$ cat config.mk
export PLATFORM = sky130hd
export DESIGN_NAME = display_arbiter
export DESIGN_NICKNAME = d
export VERILOG_FILES = /design/src/rtl/display_arbiter_pkg.sv /design/src/rtl/nibble_seg.sv /design/src/rtl/display_arbiter.sv
export SDC_FILE = /design/constraint.sdc
export NUM_CORES = 1
export LEC_CHECK = 0
export CAP_MARGIN = 25
export CORE_ASPECT_RATIO = 1.75
export CORE_MARGIN = 2
export CORE_UTILIZATION = 45
export DETAILED_ROUTE_END_ITERATION = 16
export PLACE_DENSITY = 0.79
export SETUP_SLACK_MARGIN = 0.4
export SYNTH_ARGS = -nofsm -noshare
export SYNTH_HDL_FRONTEND = slang
export SYNTH_SLANG_ARGS = --single-unit
export TNS_END_PERCENT = 20
$ cat constraint.sdc
create_clock -name clk -period 4.43 [get_ports clk]
set_input_delay 0.443 -clock clk [delete_from_list [all_inputs] [get_ports clk]]
set_output_delay 0.443 -clock clk [all_outputs]
set_load 0.05 [all_outputs]
$ cat src/rtl/display_arbiter_pkg.sv
// Shared types and constants for the display arbiter: requester/digit counts,
// blank codes, FSM state encodings and the round-robin search helper.
package display_arbiter_pkg;

    localparam int NUM_REQ    = 3;
    localparam int NUM_DIGITS = 4;
    localparam int REQ_IDX_W  = 2;
    localparam int DIGIT_W    = $clog2(NUM_DIGITS);

    localparam logic [3:0] SEL_OFF = 4'hF;
    localparam logic [7:0] SEG_OFF = 8'hFF;

    typedef enum logic {
        ARB_IDLE,
        ARB_OWN
    } arb_state_t;

    typedef enum logic {
        SCAN_BLANK,
        SCAN_DRIVE
    } scan_state_t;

    typedef struct packed {
        logic                 vld;
        logic [REQ_IDX_W-1:0] idx;
    } rr_pick_t;

    // First active requester searching from last+1 (mod NUM_REQ); last itself is checked last.
    function automatic rr_pick_t rr_pick(input logic [NUM_REQ-1:0]   req,
                                         input logic [REQ_IDX_W-1:0] last);
        rr_pick_t p;
        int       c;
        p = '0;
        for (int i = 1; i <= NUM_REQ; i++) begin
            c = int'(last) + i;
            if (c >= NUM_REQ) begin
                c = c - NUM_REQ;
            end
            if (!p.vld && req[REQ_IDX_W'(c)]) begin
                p.vld = 1'b1;
                p.idx = REQ_IDX_W'(c);
            end
        end
        return p;
    endfunction

    function automatic logic [NUM_REQ-1:0] idx_onehot(input logic [REQ_IDX_W-1:0] idx);
        logic [NUM_REQ-1:0] v;
        v      = '0;
        v[idx] = 1'b1;
        return v;
    endfunction

endpackage

$ cat src/rtl/nibble_seg.sv
// Hex nibble to active-low 7-segment glyph (bit 0 = A ... bit 6 = G).
// Purely combinational; no latency, no backpressure.
module nibble_seg (
    input  logic [3:0] nibble,
    output logic [6:0] seg_n
);

    always_comb begin
        seg_n = 7'h7F;
        case (nibble)
            4'h0: seg_n = 7'h40;
            4'h1: seg_n = 7'h79;
            4'h2: seg_n = 7'h24;
            4'h3: seg_n = 7'h30;
            4'h4: seg_n = 7'h19;
            4'h5: seg_n = 7'h12;
            4'h6: seg_n = 7'h02;
            4'h7: seg_n = 7'h78;
            4'h8: seg_n = 7'h00;
            4'h9: seg_n = 7'h10;
            4'hA: seg_n = 7'h08;
            4'hB: seg_n = 7'h03;
            4'hC: seg_n = 7'h46;
            4'hD: seg_n = 7'h21;
            4'hE: seg_n = 7'h06;
            4'hF: seg_n = 7'h0E;
            default: seg_n = 7'h7F;
        endcase
    end

endmodule

$ cat src/rtl/display_arbiter.sv
// Round-robin owner arbitration of a shared 4-digit 7-segment display with minimum hold tenure.
// Grant follows req by one cycle; level requests, no backpressure; display changes only at slot boundaries.
module display_arbiter
    import display_arbiter_pkg::*;
#(
    parameter int HOLD_CYCLES  = 100_000_000,
    parameter int SCAN_CYCLES  = 100_000,
    parameter int BLANK_CYCLES = 1_000
) (
    input  logic               clk,
    input  logic               rst,
    input  logic [NUM_REQ-1:0] req,
    input  logic [15:0]        data0,
    input  logic [15:0]        data1,
    input  logic [15:0]        data2,
    output logic [NUM_REQ-1:0] grant,
    output logic [3:0]         sel,
    output logic [7:0]         seg
);

    localparam int HOLD_W = (HOLD_CYCLES > 1) ? $clog2(HOLD_CYCLES) : 1;
    localparam int SCAN_W = (SCAN_CYCLES > 1) ? $clog2(SCAN_CYCLES) : 1;

    localparam logic [HOLD_W-1:0] HOLD_LAST  = HOLD_W'(HOLD_CYCLES - 1);
    localparam logic [SCAN_W-1:0] BLANK_LAST = SCAN_W'(BLANK_CYCLES - 1);
    localparam logic [SCAN_W-1:0] DRIVE_LAST = SCAN_W'(SCAN_CYCLES - BLANK_CYCLES - 1);

    arb_state_t           arb_state;
    logic [REQ_IDX_W-1:0] rr_last;
    logic [HOLD_W-1:0]    hold_cnt;
    rr_pick_t             pick;
    logic                 owner_req;
    logic                 others_req;
    logic                 hold_sat;
    logic                 release_grant;

    scan_state_t          scan_state;
    logic [SCAN_W-1:0]    phase_cnt;
    logic [DIGIT_W-1:0]   digit;
    logic [15:0]          owner_data;
    logic [3:0]           nibble;
    logic [6:0]           glyph;
    logic [3:0]           digit_sel;

    always_comb begin
        pick = rr_pick(req, rr_last);
    end

    assign owner_req     = |(req & grant);
    assign others_req    = |(req & ~grant);
    assign hold_sat      = (hold_cnt == HOLD_LAST);
    assign release_grant = !owner_req || (hold_sat && others_req);

    // rr_last doubles as the owner index while in ARB_OWN, so one search covers both
    // the idle pick and the hand-over (the owner is always the last candidate tried).
    always_ff @(posedge clk) begin
        if (rst) begin
            arb_state <= ARB_IDLE;
            grant     <= '0;
            rr_last   <= REQ_IDX_W'(2);
            hold_cnt  <= '0;
        end else begin
            case (arb_state)
                ARB_IDLE: begin
                    if (pick.vld) begin
                        arb_state <= ARB_OWN;
                        grant     <= idx_onehot(pick.idx);
                        rr_last   <= pick.idx;
                        hold_cnt  <= '0;
                    end
                end
                ARB_OWN: begin
                    if (release_grant) begin
                        hold_cnt <= '0;
                        if (pick.vld) begin
                            grant   <= idx_onehot(pick.idx);
                            rr_last <= pick.idx;
                        end else begin
                            arb_state <= ARB_IDLE;
                            grant     <= '0;
                        end
                    end else if (!hold_sat) begin
                        hold_cnt <= hold_cnt + HOLD_W'(1);
                    end
                end
                default: begin
                    arb_state <= ARB_IDLE;
                    grant     <= '0;
                end
            endcase
        end
    end

    always_comb begin
        owner_data = '0;
        if (grant[0]) begin
            owner_data = data0;
        end else if (grant[1]) begin
            owner_data = data1;
        end else if (grant[2]) begin
            owner_data = data2;
        end
    end

    assign nibble    = owner_data[{digit, 2'b00} +: 4];
    assign digit_sel = ~(4'b0001 << digit);

    nibble_seg u_nibble_seg (
        .nibble (nibble),
        .seg_n  (glyph)
    );

    // sel/seg are loaded only on phase transitions, so the glyph captured at
    // BLANK->DRIVE stays put for the slot regardless of later grant changes.
    always_ff @(posedge clk) begin
        if (rst) begin
            scan_state <= SCAN_BLANK;
            phase_cnt  <= '0;
            digit      <= '0;
            sel        <= SEL_OFF;
            seg        <= SEG_OFF;
        end else begin
            case (scan_state)
                SCAN_BLANK: begin
                    if (phase_cnt == BLANK_LAST) begin
                        scan_state <= SCAN_DRIVE;
                        phase_cnt  <= '0;
                        if (|grant) begin
                            sel <= digit_sel;
                            seg <= {1'b1, glyph};
                        end else begin
                            sel <= SEL_OFF;
                            seg <= SEG_OFF;
                        end
                    end else begin
                        phase_cnt <= phase_cnt + SCAN_W'(1);
                    end
                end
                SCAN_DRIVE: begin
                    if (phase_cnt == DRIVE_LAST) begin
                        scan_state <= SCAN_BLANK;
                        phase_cnt  <= '0;
                        digit      <= digit + DIGIT_W'(1);
                        sel        <= SEL_OFF;
                        seg        <= SEG_OFF;
                    end else begin
                        phase_cnt <= phase_cnt + SCAN_W'(1);
                    end
                end
                default: begin
                    scan_state <= SCAN_BLANK;
                    phase_cnt  <= '0;
                end
            endcase
        end
    end

endmodule

==> metrics.txt <==
status finished clean; vias 3752; Max Slew Vio Count 0; library cells used by synthesis 68; Initial DRT Pass Iterations 4; Num Clock Sinks 64; crit-path cells nor2b_1 > a22oi_1 > mux4_2 > a21oi_2 > inv_1 > ha_1 > nor3_1 > a2111oi_0 > a311oi_1; vias in the first global route 3644; pin count of the biggest net entering global routing 49; Setup WS post-layout 0.775 ns; clock buffer depth 2; Buffers on Ports 66; Synth Area in Simple Gates 25.2%; fin cells 627; drt total wl 10000 um; Crit. path cell count 9; clk slew on worst S/H paths 0.06 ns; final worst clock skew 0.00437 ns; Worst-Margin Slew 1.03 ns; Post-synth top flop dfxtp_1; first-pass GRT wire length 16300 um; Die Wd 73.8 um; post-synthesis net count 515; Leak 1.65 nW; Arr. time, crit path 3.86 ns; die area 9320 sq um; Synth Area in Compound Gates 23.3%; initial antenna violation count 0; Tcrit/Tclk final 82.5%; warnings from Yosys 0; RSZ-0062 raised after global routing no; I/O pin count 68; largest family of logic cells by synthesized area simple AND/OR/NAND/NOR gates; Bufs and invs on worst path 1; delay-heaviest family, CP compound AO/OA/AOI/OAI gates; register area share after synthesis 33.4%; Post-synth EDFFs 0; hold crit path type flip-flop to flip-flop; synthesized area per cell 8.59 sq um; Rows 44; Cells after DPL 611; Synth top area share 33.4%; Worst setup EP type flip-flop; Power Total 0.00213 W; worst hold slack 0.443 ns; Mapped Area 3840 sq um; max_cap viols 0; cell taking the most area after synthesis dfxtp_1; Post-CTS Setup Repair Bufs 0; R2R cell count 9; hpwl dp 7620 um; commonest cells after routing, fill and taps aside clkdlybuf4s50_1, dfxtp_1, nor2_1; hold_buf cts 0; min cycle time layout 3.66 ns; crit path max-delay cell type nor2b_1; initial core utilization 46.2%; Wirelength per Cell 16.0 um; Rel. slew slack 30.9%; Layout Nets 575; post_cts resized 0; area grow syn2layout 25.7%; pwr dens 440 nW/um^2; Antenna Nets Post-Route 0; Critical Path RT 4.63 ns; min-delay src phase_cnt[0]; mux share of post-synthesis cell area 3.71%; CTS H-tree depth 3; clock latency at the later pin of the worst-skew pair 0.33 ns; Worst setup startpoint grant[1]; CP Max Fanout 21; DIE HEIGHT 126 um; worst r2r src grant[1]; CTS root buffer clkbuf_16; Area contributors post-synth dfxtp_1, ha_1, a21oi_1; kind of critical path flip-flop to flip-flop; most common cell after layout, fill and taps aside clkdlybuf4s50_1; gpl congestion 0.853; share of cells above drive strength 1 7.23%; core area 8310 sq um; total grt overflow 0; dpl ws 0.854 ns; Cells on Worst Hold Path 1; DR iter-0 viols 198; final hold viol count 0; detail-routed via count per cell 5.98; Worst VDD drop 0.299 mV; CTS buffer count 9; Tot GR Track Use 22.1%; cell count after synthesis 447; xor/xnor share of the synthesized area 3.88%; Max Clk Rate 0.274 GHz; Synth Area in Adders 4.89%; #FFs+latches synth 64; diode count 0; Crit path largest cell delay 0.90 ns; CTS tree done; crit start category flip-flop; ys async rst share 0%; DRC errors left 0; Setup TNS Final 0 ns; final setup fails 0
path summary, 6_finish.rpt:
path / to / slack (ns)
worst max-delay path: seg[3] / 0.77
worst max register to register: seg[3] / 0.77
worst min-delay path: phase_cnt[0] / 0.44
worst min register to register: phase_cnt[0] / 0.44
power by group:
part	switching [W]	internal, W
Clock	0.000263	0.000434
Combinational	0.000481	0.000290
Sequential	0.0000545	0.000605
Total	0.000798	0.00133
cell usage after synthesis, drive strengths merged, types with 2 or more instances:
cell type	count
a22oi	5
nor4	5
o21ai	16
nand4	9
nand3	22
a2111oi	2
mux2i	3
o211ai	2
a211oi	5
or4b	2
mux4	5
a22o	2
and2	6
a311oi	2
nor2b	3
or3	9
a21oi	38
xor2	9
and4	7
nor4b	3
o41ai	2
ha	15
nand2b	2
and3	7
nor2	48
inv	18
or4	16
o32a	5
o31ai	14
a221o	5
nor3	8
buf	19
nand2	29
o22ai	2
xnor2	8
clkbuf	2
a21o	3
a221oi	7
dfxtp	64
a2bb2o	2
stage by stage:
step | instance area (sq um) | util (%)
3_3_place_gp | 4530 | 54.5
4_1_cts | 4830 | 58.1
6_report | 4830 | 58.1
5_1_grt | 4830 | 58.1
3_5_place_dp | 4530 | 54.5
2_1_floorplan | 3840 | -
kinds of logic after synthesis:
| family | after synthesis |
|---|---|
| multiplexers | 8 |
| buffers and inverters | 39 |
| other | 1 |
| XOR/XNOR | 17 |
| flip-flops | 64 |
| AND/OR/NAND/NOR | 179 |
| adder cells (fa/ha/maj) | 15 |
| AO/OA/AOI/OAI | 124 |
worst reg2reg max path: stages (launching register included):
cell,delay (ns)
dfxtp_1,0.53
nor2b_1,0.91
a22oi_1,0.15
mux4_2,0.53
a21oi_2,0.31
inv_1,0.14
ha_1,0.33
nor3_1,0.06
a2111oi_0,0.47
a311oi_1,0.09
registers in the layout, indices dropped and copies added, names as in the netlist:
register / cells
digit: 2
hold_cnt: 27
sel: 4
seg: 7
phase_cnt: 17
arb_state: 1
grant: 3
rr_last: 2
scan_state: 1
layout make-up:
class                   instances  area [sq um]
inverters                      18          67.6
well taps                     115           144
repair buffers                 70           691
multi-input cells             344          2350
flip-flops and latches         64          1280
clock inverters                 7          72.6
fillers                       723          3480
clock buffers                   9           225
routing by layer:
layer  wire length [um]  GRT usage [%]  part of all wire, %
met5                  0              0                    0
met4                444           12.8                  4.4
met1               3600           21.2                   36
met2               5420           41.0                   54
met3                545           4.96                  5.4
Note: power is estimated with default switching activity, not from simulation.
